[config.mk]
export PLATFORM = sky130hd
export DESIGN_NAME = aska_seq_flat
export DESIGN_NICKNAME = d
export VERILOG_FILES = /design/src/rtl/aska_pkg.sv /design/src/rtl/aska_seq_if.sv /design/src/rtl/aska_rr_pick.sv /design/src/rtl/aska_seq.sv /design/src/flat_wrapper.sv
export SDC_FILE = /design/constraint.sdc
export NUM_CORES = 1
export LEC_CHECK = 0
export ABC_AREA = 1
export CAP_MARGIN = 15
export CORE_MARGIN = 3
export CORE_UTILIZATION = 43
export CTS_CLUSTER_DIAMETER = 80
export DETAILED_ROUTE_END_ITERATION = 8
export SYNTH_ARGS = -nofsm -noshare
export SYNTH_HDL_FRONTEND = slang
export SYNTH_HIERARCHICAL = 1
export SYNTH_SLANG_ARGS = --single-unit
[constraint.sdc]
create_clock -name clk -period 4.6 [get_ports clk]
set_input_delay 0.69 -clock clk [delete_from_list [all_inputs] [get_ports clk]]
set_output_delay 0.69 -clock clk [all_outputs]
set_load 0.02 [all_outputs]
[src/rtl/aska_pkg.sv]
// aska_pkg: shared constants and state encoding for the aska electrode sequencer.
// Latency: n/a (declarations only).
// Backpressure: n/a.
// Contents: default slot/width parameters and the sequencer state enum.
package aska_pkg;

  localparam int ASKA_NSLOT = 4;   // pattern slots (power of 2, 2..8)
  localparam int ASKA_ELE_W = 32;  // electrode vector width
  localparam int ASKA_CNT_W = 8;   // pulse counter width

  typedef enum logic [1:0] {
    ST_IDLE   = 2'd0,
    ST_LOAD   = 2'd1,
    ST_RUN    = 2'd2,
    ST_SWITCH = 2'd3
  } seq_state_e;

endpackage

[src/rtl/aska_seq_if.sv]
// aska_seq_if: pattern table write port plus the active-pattern bus toward aska_npg.
// Latency: n/a (wires only).
// Backpressure: none; writes are single-cycle strobes, pattern bus is level-valid.
// Modports: master = table writer / pattern consumer side, slave = the sequencer.
interface aska_seq_if
  import aska_pkg::*;
#(
  parameter int NSLOT = ASKA_NSLOT,
  parameter int ELE_W = ASKA_ELE_W,
  localparam int IW   = $clog2(NSLOT)
) ();

  // table write port
  logic             wr_en;
  logic [IW-1:0]    wr_addr;
  logic [ELE_W-1:0] wr_ele1;
  logic [ELE_W-1:0] wr_ele2;

  // active pattern
  logic [ELE_W-1:0] ele1;
  logic [ELE_W-1:0] ele2;
  logic [IW-1:0]    slot_idx;
  logic             slot_strobe;

  modport master (
    output wr_en, wr_addr, wr_ele1, wr_ele2,
    input  ele1, ele2, slot_idx, slot_strobe
  );

  modport slave (
    input  wr_en, wr_addr, wr_ele1, wr_ele2,
    output ele1, ele2, slot_idx, slot_strobe
  );

endinterface

[src/rtl/aska_rr_pick.sv]
// aska_rr_pick: combinational round-robin finder; first set bit of elig_i at or after start_i, wrapping.
// Latency: 0 cycles (pure combinational).
// Backpressure: none.
// Ports: elig_i eligible vector, start_i search start, idx_o picked index, vld_o any bit set.
module aska_rr_pick #(
  parameter int N = 4,
  localparam int IW = $clog2(N)
) (
  input  logic [N-1:0]  elig_i,
  input  logic [IW-1:0] start_i,
  output logic [IW-1:0] idx_o,
  output logic          vld_o
);

  logic [IW-1:0] cand;

  // Scan offsets from farthest to nearest so the nearest hit is written last
  // and wins. N is a power of two, so IW-bit addition wraps modulo N for free.
  always_comb begin
    idx_o = '0;
    vld_o = 1'b0;
    cand  = '0;
    for (int k = N - 1; k >= 0; k--) begin
      cand = start_i + IW'(k);
      if (elig_i[cand]) begin
        idx_o = cand;
        vld_o = 1'b1;
      end
    end
  end

endmodule

[src/rtl/aska_seq.sv]
// aska_seq: electrode-pattern sequencer; rotates round-robin through enabled table slots,
//   presenting one ele1/ele2 pair to aska_npg and changing it only while pulse_active is low.
// Latency: pattern registered 1 cycle after the load decision; 2 cycles from the last counted
//   pulse falling edge to the new pattern (SWITCH, LOAD).
// Backpressure: pulse_active high stalls any pattern change (SWITCH waits, IDLE waits).
// Ports: clk, resetn (async active-low), enable, pulse_active, slot_mask, pulses_per_slot,
//   fault (sticky overlap fault), bus (aska_seq_if.slave: table write port + active pattern).
// Build option: define ASKA_SEQ_OVERLAP_CHECK_EN to reject slots with (ele1 & ele2) != 0 and
//   raise fault; undefined, slots load verbatim and fault is tied 0.
module aska_seq
  import aska_pkg::*;
#(
  parameter int NSLOT = ASKA_NSLOT,
  parameter int ELE_W = ASKA_ELE_W,
  parameter int CNT_W = ASKA_CNT_W
) (
  input  logic             clk,
  input  logic             resetn,
  input  logic             enable,
  input  logic             pulse_active,
  input  logic [NSLOT-1:0] slot_mask,
  input  logic [CNT_W-1:0] pulses_per_slot,
  output logic             fault,
  aska_seq_if.slave        bus
);

  localparam int IW = $clog2(NSLOT);

  seq_state_e state_q, state_d;

  logic [ELE_W-1:0] tbl1_q [NSLOT];
  logic [ELE_W-1:0] tbl2_q [NSLOT];

  logic [ELE_W-1:0] ele1_q, ele2_q;
  logic [IW-1:0]    idx_q;
  logic             strobe_q;
  logic             pa_prev_q;
  logic [CNT_W-1:0] cnt_q, cnt_d;

  logic [NSLOT-1:0] elig;
  logic [IW-1:0]    start_idx;
  logic [IW-1:0]    pick_idx;
  logic             pick_vld;
  logic [CNT_W-1:0] pps_eff;
  logic             fall;
  logic             last_pulse;
  logic             do_load;
  logic             do_clear;

  // ---------------------------------------------------------------------------
  // Eligibility
  // ---------------------------------------------------------------------------
`ifdef ASKA_SEQ_OVERLAP_CHECK_EN
  logic [NSLOT-1:0] ovl;
  logic             try_sel;
  logic             fault_q;

  // An electrode set in both ele1 and ele2 would be driven both ways.
  always_comb begin
    ovl = '0;
    for (int i = 0; i < NSLOT; i++) begin
      ovl[i] = |(tbl1_q[i] & tbl2_q[i]);
    end
  end

  assign elig = slot_mask & ~ovl;

  // A selection is attempted whenever IDLE or SWITCH would pick a slot.
  assign try_sel = enable && !pulse_active &&
                   ((state_q == ST_IDLE) || (state_q == ST_SWITCH));

  always_ff @(posedge clk or negedge resetn) begin
    if (!resetn) begin
      fault_q <= 1'b0;
    end else if (try_sel && |(slot_mask & ovl)) begin
      fault_q <= 1'b1;
    end
  end

  assign fault = fault_q;
`else
  assign elig  = slot_mask;
  assign fault = 1'b0;
`endif

  // From IDLE the search always starts at slot 0, otherwise just past the active slot.
  assign start_idx = (state_q == ST_IDLE) ? '0 : idx_q + 1'b1;

  aska_rr_pick #(.N(NSLOT)) u_pick (
    .elig_i  (elig),
    .start_i (start_idx),
    .idx_o   (pick_idx),
    .vld_o   (pick_vld)
  );

  // ---------------------------------------------------------------------------
  // Pulse counting
  // ---------------------------------------------------------------------------
  assign fall       = pa_prev_q & ~pulse_active;
  assign pps_eff    = (pulses_per_slot == '0) ? CNT_W'(1) : pulses_per_slot;
  // One extra bit so count+1 cannot wrap before the compare.
  assign last_pulse = ({1'b0, cnt_q} + (CNT_W + 1)'(1)) >= {1'b0, pps_eff};

  // ---------------------------------------------------------------------------
  // FSM
  // ---------------------------------------------------------------------------
  always_comb begin
    state_d  = state_q;
    cnt_d    = cnt_q;
    do_load  = 1'b0;
    do_clear = 1'b0;
    case (state_q)
      ST_IDLE: begin
        if (enable && !pulse_active && pick_vld) begin
          do_load = 1'b1;
          state_d = ST_LOAD;
        end
      end
      ST_LOAD: begin
        cnt_d   = '0;
        state_d = ST_RUN;
      end
      ST_RUN: begin
        if (fall && (cnt_q != '1)) begin
          cnt_d = cnt_q + 1'b1;
        end
        // Dropping enable goes straight to SWITCH, which holds the pattern
        // until the current pulse has finished.
        if (!enable || (fall && last_pulse)) begin
          state_d = ST_SWITCH;
        end
      end
      ST_SWITCH: begin
        if (!pulse_active) begin
          if (enable && pick_vld) begin
            do_load = 1'b1;
            state_d = ST_LOAD;
          end else begin
            do_clear = 1'b1;
            state_d  = ST_IDLE;
          end
        end
      end
      default: begin
        state_d = ST_IDLE;
      end
    endcase
  end

  // The pattern is captured at the load decision edge, so it is valid during
  // the LOAD cycle together with slot_strobe. A same-cycle table write lands
  // on the same edge and therefore is not seen by this load.
  always_ff @(posedge clk or negedge resetn) begin
    if (!resetn) begin
      state_q   <= ST_IDLE;
      cnt_q     <= '0;
      pa_prev_q <= 1'b0;
      strobe_q  <= 1'b0;
      ele1_q    <= '0;
      ele2_q    <= '0;
      idx_q     <= '0;
    end else begin
      state_q   <= state_d;
      cnt_q     <= cnt_d;
      pa_prev_q <= pulse_active;
      strobe_q  <= do_load;
      if (do_load) begin
        ele1_q <= tbl1_q[pick_idx];
        ele2_q <= tbl2_q[pick_idx];
        idx_q  <= pick_idx;
      end else if (do_clear) begin
        ele1_q <= '0;
        ele2_q <= '0;
        idx_q  <= '0;
      end
    end
  end

  // ---------------------------------------------------------------------------
  // Pattern table
  // ---------------------------------------------------------------------------
  always_ff @(posedge clk or negedge resetn) begin
    if (!resetn) begin
      for (int i = 0; i < NSLOT; i++) begin
        tbl1_q[i] <= '0;
        tbl2_q[i] <= '0;
      end
    end else if (bus.wr_en) begin
      tbl1_q[bus.wr_addr] <= bus.wr_ele1;
      tbl2_q[bus.wr_addr] <= bus.wr_ele2;
    end
  end

  assign bus.ele1        = ele1_q;
  assign bus.ele2        = ele2_q;
  assign bus.slot_idx    = idx_q;
  assign bus.slot_strobe = strobe_q;

endmodule

[src/flat_wrapper.sv]
// flat-port wrapper written by rule: the top's interface ports become plain ports
module aska_seq_flat import aska_pkg::*;
#(
  parameter int NSLOT = ASKA_NSLOT,
  parameter int ELE_W = ASKA_ELE_W,
  parameter int CNT_W = ASKA_CNT_W
)
  (clk, resetn, enable, pulse_active, slot_mask, pulses_per_slot, fault, bus_wr_en, bus_wr_addr, bus_wr_ele1, bus_wr_ele2, bus_ele1, bus_ele2, bus_slot_idx, bus_slot_strobe);
  aska_seq_if #(.NSLOT(NSLOT), .ELE_W(ELE_W)) bus_i ();
  input  logic clk;
  input  logic resetn;
  input  logic enable;
  input  logic pulse_active;
  input  logic [NSLOT-1:0] slot_mask;
  input  logic [CNT_W-1:0] pulses_per_slot;
  output logic fault;
  input wire logic [$bits(bus_i.wr_en)-1:0] bus_wr_en;
  input wire logic [$bits(bus_i.wr_addr)-1:0] bus_wr_addr;
  input wire logic [$bits(bus_i.wr_ele1)-1:0] bus_wr_ele1;
  input wire logic [$bits(bus_i.wr_ele2)-1:0] bus_wr_ele2;
  output wire logic [$bits(bus_i.ele1)-1:0] bus_ele1;
  output wire logic [$bits(bus_i.ele2)-1:0] bus_ele2;
  output wire logic [$bits(bus_i.slot_idx)-1:0] bus_slot_idx;
  output wire logic [$bits(bus_i.slot_strobe)-1:0] bus_slot_strobe;
  assign bus_i.wr_en = bus_wr_en;
  assign bus_i.wr_addr = bus_wr_addr;
  assign bus_i.wr_ele1 = bus_wr_ele1;
  assign bus_i.wr_ele2 = bus_wr_ele2;
  assign bus_ele1 = bus_i.ele1;
  assign bus_ele2 = bus_i.ele2;
  assign bus_slot_idx = bus_i.slot_idx;
  assign bus_slot_strobe = bus_i.slot_strobe;
  aska_seq #(.NSLOT(NSLOT), .ELE_W(ELE_W), .CNT_W(CNT_W)) u_core (.clk(clk), .resetn(resetn), .enable(enable), .pulse_active(pulse_active), .slot_mask(slot_mask), .pulses_per_slot(pulses_per_slot), .fault(fault), .bus(bus_i));
endmodule
## Word level (Yosys, flattened, before mapping)

Cells that the tools add are included.

- Register bits: 334
- Input port bits: 83

- $add $sub $neg: 6
- Magnitude comparators: 8
- Eq/ne operators: 8
- Mux-type cells: 47
- Bitwise logic cells: 4
- Reductions and logical operators: 15

Operators with widths:

| cell | number |
|---|---|
| 128-bit bitwise mux | 2 |
| 32-bit two-way mux | 8 |
| 32-bit binary-select mux with 2-bit select | 2 |
| 32-bit demux with 2-bit select | 1 |
| 2-bit two-way mux | 10 |
| 8-bit two-way mux | 2 |
| 8-bit case mux with 2 select lines | 1 |
| 1-bit two-way mux | 15 |
| 2-bit by 3-bit < comparator with 1-bit output (second input constant) | 4 |
| 8-bit by 1-bit adder with 9-bit output (second input constant) | 1 |
| 9-bit by 8-bit >= comparator with 1-bit output | 1 |
| 8-bit by 1-bit adder with 8-bit output (second input constant) | 1 |
| 1-bit binary-select mux with 2-bit select | 4 |
| 8-bit zero test | 1 |
| 8-bit != test (second input constant) | 1 |
| 2-bit case mux with 4 select lines | 1 |
| 3-bit >= comparator (second input constant) | 2 |
| 1-bit logical AND | 6 |
| 2-bit inverter with 3-bit output | 2 |
| 2-bit by 1-bit adder with 2-bit output (second input constant) | 2 |
| 2-bit adder (second input constant) | 2 |
| 2-bit == test (second input constant) | 2 |
| 2-bit by 1-bit != test with 1-bit output (second input constant) | 2 |
| 2-bit != test (second input constant) | 2 |
| other kinds (11) | 13 |

## Logic depth before layout (Yosys ltp)

Gate-level depths: netlist (run 1).

- Depth in word-level cells: 15
- Mapped depth: 22
- Mapped depth without buffers: 19

## By module

The synthesis (run 1) kept the hierarchy.

By module, submodules not included:

| module | times used | cells each | area an instance (um2) | seq. area each (um2) |
|---|---|---|---|---|
| aska_seq | 1 | 1670 | 14431.3 | 8358.0 |
| aska_rr_pick | 1 | 44 | 215.2 | 0.0 |

## Least setup slack after synthesis (run 1)

No wires, ideal clock.

- Path kind: reg-to-reg
- From: reg u_core.state_q[0]
- To: reg u_core.ele1_q[25], in the netlist u_core/bus.ele1[25]
- Library setup time: 0.118 ns
- Arrival time: 2.398 ns
- Setup slack: 2.084 ns
- Cell stages (with the launch flop): 22
- Buffers on the path: 3
- Clock period less this slack: 2.516 ns
- Cell sequence: dfrtp_1 > inv_1 > ha_1 > inv_1 > o21ai_0 > a21oi_1 > inv_2 > nand2_1 > nand2_2 > inv_2 > nand2_1 > nand3_2 > nand3_1 > nand2_1 > buf_4 > inv_2 > buf_4 > buf_2 > o21ai_0 > o22ai_1 > nand2_1 > nand2_1

- Longest elaborated chain between the ends: 14

RTL lines:

| element | RTL line | RTL |
|---|---|---|
| from (decl) | aska_seq.sv:29 | `seq_state_e state_q, state_d;` |
| from (signal assigned) | aska_seq.sv:163 | `state_q <= state_d;` |
| 2-bit zero test (*) | aska_seq.sv:87 | `assign start_idx = (state_q == ST_IDLE) ? '0 : idx_q + 1'b1;` |
| 2-bit two-way mux (*) | aska_seq.sv:87 |  |
| net u_core.start_idx[1] | aska_seq.sv:41 | `logic [IW-1:0] start_idx;` |
| 2-bit adder | aska_rr_pick.sv:24 | `cand = start_i + IW'(k);` |
| 1-bit binary-select mux with 2-bit select | aska_rr_pick.sv:25 | `if (elig_i[cand]) begin` |
| 1-bit two-way mux (not written as such) | aska_rr_pick.sv:25 |  |
| 2-bit two-way mux (3 in a row) | aska_rr_pick.sv:25 |  |
| 2-bit two-way mux (*) | aska_rr_pick.sv:25 |  |
| net u_core.pick_idx[0] | aska_seq.sv:42 | `logic [IW-1:0] pick_idx;` |
| 2-bit inverter with 3-bit output (not written as such) (*) | aska_seq.sv:168 | `ele1_q <= tbl1_q[pick_idx];` |
| 32-bit binary-select mux with 2-bit select (*) | aska_seq.sv:168 |  |
| 32-bit two-way mux (not written as such) (*) (2 in a row) | aska_seq.sv:168 |  |
| 32-bit two-way mux (*) | aska_seq.sv:167 | `if (do_load) begin` |
| to (signal assigned) | aska_seq.sv:168 |  |
| to (decl) | aska_seq.sv:34 | `logic [ELE_W-1:0] ele1_q, ele2_q;` |

The timed path passes the listed nets; every way through them passes the cells marked *. The select of a mux whose other input is x is not followed.
A chain may end at the register's enable or synchronous reset.

## Worst setup path in the final report (run 1)

- From: reg u_core.state_q[0]
- To: reg u_core.ele2_q[17], in the netlist u_core/bus.ele2[17]

- Longest elaborated chain between the ends: 14

RTL lines:

| element | RTL line | RTL |
|---|---|---|
| 2-bit zero test (*) | aska_seq.sv:87 |  |
| 2-bit two-way mux (*) | aska_seq.sv:87 |  |
| net u_core.start_idx[0] | aska_seq.sv:41 |  |
| 2-bit adder | aska_rr_pick.sv:24 |  |
| 1-bit binary-select mux with 2-bit select | aska_rr_pick.sv:25 |  |
| 1-bit two-way mux (not written as such) | aska_rr_pick.sv:25 |  |
| 1-bit two-way mux (3 in a row) | aska_rr_pick.sv:25 |  |
| 1-bit two-way mux (*) | aska_rr_pick.sv:25 |  |
| net u_core.pick_vld | aska_seq.sv:43 | `logic pick_vld;` |
| 1-bit logical AND | aska_seq.sv:135 | `if (enable && pick_vld) begin` |
| 1-bit two-way mux | aska_seq.sv:135 |  |
| 1-bit two-way mux | aska_seq.sv:134 | `if (!pulse_active) begin` |
| 1-bit case mux with 2 select lines or 1-bit two-way mux (tied branches) | aska_seq.sv:112 | `case (state_q)` |
| 32-bit two-way mux or 2-bit nonzero test (tied branches) | - |  |
| to (signal assigned) | aska_seq.sv:169 | `ele2_q <= tbl2_q[pick_idx];` |
| to (decl) | aska_seq.sv:34 |  |

Marked as above.

==> results.yml, run 1 <==
yosys:
  ys.flop_type: "dfrtp_1"
  ys_types: 32
  syn_area_sq_um: 14600
  synth-adder-area-share: 0.0111
  synth_compound_area_frac: 0.168
  synth-edff-count: 0
  yosys_warnings: 6
  synth_top_family_by_area: "simple AND/OR/NAND/NOR gates"
  yosys.area_share.simple: 0.180
  synth_seq_cells: 334
  synth_seq_area_share: 0.571
  syn_area_per_cell_sq_um: 8.55
  synth_mux_area_frac: 0
  synth_cells: 1714
  synth_xor_area_frac: 0.00239
  async_flop_share: 1.00
  synth_fp_nets: 1810
finish:
  fill_cells: 3099
  design_area_sq_um: 17600
  drive_gt1_frac: 0.0570
  nNetsFinal: 1897
  most-common-layout-cells: "430 x nand2_1, 392 x o21ai_0, 334 x dfrtp_1"
  regArea_sq_um: 8360
  area_delta_synth_final_pct: 20.0
  antenna_cells: 0
  multi_input_area_sq_um: 5380
  final_common_cell: "nand2_1"
timing:
  fin_crit_ps: 3580
  hold_viol: 0
  worst_pin_slew_ps: 1020
  slew_viol_final: 0
  skew_ps: 22.7
  clock.fmax_ghz: 0.279
  timing.setup.tns_ps: 0
  rsz0062_at_grt: "false"
  min_period_over_period: 0.779
  final.setup.worst_slack_ps: 1020
  maxSlewHeadroom: 0.320
  setup_viol: 0
critical_path:
  end_kind: "flop"
  slowest_stage: "inv_2"
  arrival_ps: 4040
  critPathMaxStageDelay_ps: 740
  r2r_setup_slack_ps: 1020
  r2r_end: "u_core/bus.ele2[17]$_DFFE_PN0P_"
  worstPathCellList: "inv_1 > ha_1 > nor2_1 > nand2_1 > and2_4 > inv_1 > nand3_1 > nand2_1 > nor4_4 > inv_2 > buf_4 > nand3_1 > nand2_1"
  criticalPathCategory: "flop to flop"
  crit_fanout: 46
  timing.critical_path.mode_cell: "nand2_1"
  reg2reg_depth: 13
  worst_ep_required_time_ps: 5050
  worstSetupStartpointType: "flop"
  reg2reg_from: "u_core/state_q[0]$_DFFE_PN0P_"
place:
  portBuffers: 149
  dpl_cell_area_sq_um: 16400
  place_ws_ps: 1050
  hpwl_um: 21700
  gp_congestion: 0.772
status:
  outcome: "finished, final reports clean"
route:
  drcViolationCount: 0
  drt_wl_total_um: 37100
  top_layer: "met5"
  drtPass1Iterations: 5
  met3_wirelength_um: 1930
  vias_per_cell: 5.25
  drtIter0Drc: 830
  avgRoutedWirePerCell_um: 16.4
  wl_met2_um: 17600
  num_vias: 11900
  ant_nets: 0
  drt-met1-wl_um: 16900
power_and_ir_drop:
  ir_drop_v: 0.00110
  power_density_nw_per_um2: 741
  leakagePower_nw: 8.42
clock_network:
  numCtsBuffers: 37
  clock_latency_ps: 530
  clockBufferDepth: 3
  clk_pin_slew_ps: 60
  htree_levels: 2
  clock_sinks: 334
  post_cts_buffers: 0
  hold_buffers: 0
  clock-root-buffer: "clkbuf_16"
  cts_resized: 0
  cts_tree: "yes"
global_route:
  grt_max_degree: 152
  grt_overflow_total: 0
  antenna_found_initial: 1
  grt_first_pass_wirelength_um: 61500
  grt_util_all_layers: 0.207
  grt_pass1_vias: 11800
floorplan:
  die_x_um: 191
  design.die.area_sq_um: 36300
  die_h_um: 191
  core_area_sq_um: 33000
  initial_core_util: 0.443
  pin_count: 151
  rows: 66
hold_path:
  hold_path.class: "input port to async pin"
flow_run:
  maxCapViolations: 0
==> synthesized netlist by cell type, types with 7 or more instances <==
cell / instances / area, sq um
o22ai_1: 68 / 425
inv_1: 101 / 379
nand3_1: 84 / 420
buf_2: 24 / 120
buf_6: 9 / 101
clkbuf_1: 74 / 278
ha_1: 13 / 163
dfrtp_1: 334 / 8360
o21ai_0: 392 / 1960
nor2_1: 135 / 507
nand2_1: 431 / 1620
buf_4: 7 / 52.6
==> sequential cells by signal, summed over array words and instances, names as in the netlist <==
register,cells
u_core/tbl1_q,128
u_core/tbl2_q,128
u_core/bus.ele1,32
u_core/bus.ele2,32
u_core/cnt_q,8
u_core/bus.slot_idx,2
u_core/state_q,2
u_core/bus.slot_strobe,1
u_core/pa_prev_q,1
==> critical path: cells and delay by family (launching register included) <==
kind	cells	cell delay, ps
adders and majority gates	1	240
buffers and inverters	4	1310
and+or+nand+nor	8	1540
DFF	1	430
==> stage by stage <==
stage,hold slack (ps),utilization,total power [mW],cells
after floorplan,394,-,8.15,1714
after global placement,461,0.496,10.2,2204
after detailed placement,467,0.496,10.2,2204
after CTS,6.56,0.532,13.2,2265
after global routing,12.0,0.532,14.0,2265
final,15.5,0.532,13.0,2265
==> where the power goes <==
group / switching [mW] / internal [mW]
clock network: 1.15 / 1.72
logic: 3.95 / 2.18
registers: 0.405 / 3.62
==> per-layer routing <==
metal | global-route usage | vias up
met1 | 0.286 | 5737
li1 | - | 5805
met3 | 0.0331 | 59
met5 | 0 | -
met2 | 0.343 | 280
met4 | 0.0576 | 2
==> area by class of cell <==
cell class | count | share of cell area
sequential | 334 | 0.475
multi-input combinational | 1151 | 0.306
timing repair buffer | 169 | 0.0965
clock buffer | 51 | 0.0626
tap | 442 | 0.0315
inverter | 108 | 0.0233
clock inverter | 10 | 0.00477
==> worst max-delay path by stage <==
stage	startpoint	endpoint	slack, ps	cells after the start
floorplan	u_core/state_q[0]$_DFFE_PN0P_	u_core/bus.ele1[25]$_DFFE_PN0P_	2080	21
finish	u_core/state_q[0]$_DFFE_PN0P_	u_core/bus.ele2[17]$_DFFE_PN0P_	1020	13
detailed placement	u_core/state_q[0]$_DFFE_PN0P_	u_core/bus.ele2[20]$_DFFE_PN0P_	1050	13
global route	u_core/state_q[0]$_DFFE_PN0P_	u_core/bus.ele1[3]$_DFFE_PN0P_	700	13
CTS	u_core/state_q[0]$_DFFE_PN0P_	u_core/bus.ele2[20]$_DFFE_PN0P_	1040	13
global placement	u_core/state_q[0]$_DFFE_PN0P_	u_core/bus.ele2[17]$_DFFE_PN0P_	1140	13
==> cells by family after synthesis <==
| kind of cell | Yosys count |
|---|---|
| AND/OR/NAND/NOR | 662 |
| AO/OA/AOI/OAI | 471 |
| flip-flops | 334 |
| buffers and inverters | 229 |
| adder cells (fa/ha/maj) | 13 |
| XOR/XNOR | 4 |
| other | 1 |
(Power assumes the default switching activity.)
==> run 2: changes to the inputs <==
--- a/config.mk
+++ b/config.mk
@@ -11,6 +11,7 @@
 export CORE_UTILIZATION = 43
 export CTS_CLUSTER_DIAMETER = 80
 export DETAILED_ROUTE_END_ITERATION = 8
+export PLACE_DENSITY = 0.66
 export SYNTH_ARGS = -nofsm -noshare
 export SYNTH_HDL_FRONTEND = slang
 export SYNTH_HIERARCHICAL = 1
==> constraint.sdc (replaced) <==
create_clock -name clk -period 3 [get_ports clk]
set_input_delay 0.45 -clock clk [delete_from_list [all_inputs] [get_ports clk]]
set_output_delay 0.45 -clock clk [all_outputs]
set_load 0.02 [all_outputs]
==> run 2 against run 1 <==
  * Combinational power increased by 59%
  * Count of clock-buffer cells in the layout increased by 4
  * Worst setup slack got worse by 820 ps
  * Largest cell class unchanged
==> results.yml, run 2 (synthesis results as in run 1) <==
status:
  outcome: "finished, final reports clean"
place:
  hpwl_um: 23000
  gp_congestion: 0.840
  place_ws_ps: 194
  portBuffers: 149
route:
  drtPass1Iterations: 5
  vias_per_cell: 5.26
  drt_wl_total_um: 37600
  drtIter0Drc: 1025
  ant_nets: 0
  avgRoutedWirePerCell_um: 16.5
  drcViolationCount: 0
  num_vias: 12000
power_and_ir_drop:
  switching_share: 0.415
  clkPwrFrac: 0.207
  power_density_nw_per_um2: 1130
  p_total_mw: 20.1
  leakagePower_nw: 8.56
  ir_drop_v: 0.000976
  p_switching_mw: 8.35
  intPower_mw: 11.8
  pwr-share-seq: 0.308
  comb_power_share: 0.485
timing:
  clock.fmax_ghz: 0.357
  skew_ps: 15.3
  rsz0062_at_grt: "false"
  hold_viol: 0
  setup_viol: 0
  maxSlewHeadroom: 0.554
  fin_crit_ps: 2800
  timing.setup.tns_ps: 0
  worst_pin_slew_ps: 670
  final.setup.worst_slack_ps: 199
  slew_viol_final: 0
  min_period_over_period: 0.934
hold_path:
  min_path_cells: 2
  hold_path.class: "flop to flop"
critical_path:
  worstPathCellList: "inv_1 > ha_1 > nor2_1 > buf_4 > inv_4 > nand2_2 > and2_4 > inv_1 > nand3_1 > nand2_1 > nor4_4 > inv_2 > buf_4 > nand2_1 > o22ai_1"
  slowest_stage: "nor4_4"
  reg2reg_depth: 15
  crit_family: "simple AND/OR/NAND/NOR gates"
  critPathMaxStageDelay_ps: 450
  end_kind: "flop"
  path_depth: 15
  criticalPathCategory: "flop to flop"
  crit_fanout: 35
  worstSetupStartpointType: "flop"
  arrival_ps: 3170
  worst-path-buf-inv: 6
  worst_ep_required_time_ps: 3370
clock_network:
  post_cts_buffers: 0
  cts_tree: "yes"
  clock_latency_ps: 510
  clock_sinks: 334
  htree_levels: 2
  clk_pin_slew_ps: 60
  clockBufferDepth: 3
  clock-root-buffer: "clkbuf_16"
  numCtsBuffers: 36
floorplan:
  core_area_sq_um: 33000
  die_x_um: 191
  design.die.area_sq_um: 36300
  die_h_um: 191
  pin_count: 151
  initial_core_util: 0.443
  rows: 66
finish:
  most-common-layout-cells: "430 x nand2_1, 392 x o21ai_0, 334 x dfrtp_1"
  fill_cells: 3020
  largest_registers: "u_core/tbl1_q (128), u_core/tbl2_q (128)"
  fin_util: 0.541
  antenna_cells: 0
  area_delta_synth_final_pct: 21.9
  multi_input_area_sq_um: 5380
  drive_gt1_frac: 0.0620
  nNetsFinal: 1912
  final_common_cell: "nand2_1"
  regArea_sq_um: 8360
global_route:
  grt_first_pass_wirelength_um: 61600
  grt_overflow_total: 0
  grt_max_degree: 95
  grt_util_all_layers: 0.207
  grt_pass1_vias: 11700
  antenna_found_initial: 0
flow_run:
  maxCapViolations: 0
[run 2: changes by cell type in the layout (fill, tap and decap cells not counted), moves of 2 or more]
cell        change
buf_12         +18
buf_4           -3
clkbuf_1        +6
clkbuf_16       -2
clkinvlp_4      -2
[run 2: final cells by class]
cell class,instances,area share
repair buffers,185,0.114
inverters,108,0.0231
flip-flops and latches,334,0.468
multi-input cells,1151,0.301
well taps,442,0.0310
clock inverters,6,0.00210
clock buffers,55,0.0601
[run 2: through the flow]
| stage | instance area [sq um] | hold WS, ps | instances |
|---|---|---|---|
| 6_report | 17900 | 477 | 2281 |
| 3_3_place_gp | 16700 | 461 | 2219 |
| 4_1_cts | 17900 | 481 | 2281 |
| 3_5_place_dp | 16700 | 468 | 2219 |
| 5_1_grt | 17900 | 498 | 2281 |
| 2_1_floorplan | 14600 | 154 | 1714 |
[run 2: repair_timing]
| action | 4_1_cts | 5_1_grt |
|---|---|---|
| endpoints found under the setup margin | 0 | 36 |
| endpoints found under the hold margin | 73 | 0 |
| resized for setup | 0 | 2 |
| hold buffers | 1 | 0 |
[run 2: metal layers]
| layer | vias to the layer above | wire length [um] | share of wire | GRT usage |
|---|---|---|---|---|
| li1 | 5832 | - | - | - |
| met4 | 0 | 643 | 0.017 | 0.0488 |
| met2 | 329 | 17600 | 0.47 | 0.343 |
| met3 | 44 | 2020 | 0.054 | 0.0309 |
| met5 | - | 0 | 0 | 0 |
| met1 | 5783 | 17300 | 0.46 | 0.290 |
[run 2: path summary, 6_finish.rpt]
kind | from | end | slack (ps)
min in group asynchronous | resetn | u_core/bus.ele2[14]$_DFFE_PN0P_ | 540
min reg2reg | u_core/tbl2_q[66]$_DFFE_PN0P_ | u_core/tbl2_q[66]$_DFFE_PN0P_ | 480
max reg2reg | u_core/state_q[0]$_DFFE_PN0P_ | u_core/bus.slot_idx[1]$_DFFE_PN0P_ | 200
min | u_core/tbl2_q[66]$_DFFE_PN0P_ | u_core/tbl2_q[66]$_DFFE_PN0P_ | 480
max | u_core/state_q[0]$_DFFE_PN0P_ | u_core/bus.slot_idx[1]$_DFFE_PN0P_ | 200
max in group asynchronous | resetn | u_core/bus.ele2[29]$_DFFE_PN0P_ | 1680
[run 2: power by group through the flow]
stage	Sequential, mW	Clock (mW)	Combinational [mW]
4_1_cts	6.21	4.27	9.79
5_1_grt	6.32	4.46	10.9
6_report	6.20	4.17	9.75
3_5_place_dp	6.28	0	9.75
3_3_place_gp	6.26	0	9.62
2_1_floorplan	6.63	0	5.86
[run 2: worst reg2reg max path: stages, from the launching register on]
cell and delay [ps]:
dfrtp_1 430, inv_1 90, ha_1 250, nor2_1 120, buf_4 190, inv_4 60
nand2_2 70, and2_4 140, inv_1 60, nand3_1 90, nand2_1 170, nor4_4 450
inv_2 70, buf_4 280, nand2_1 140, o22ai_1 80
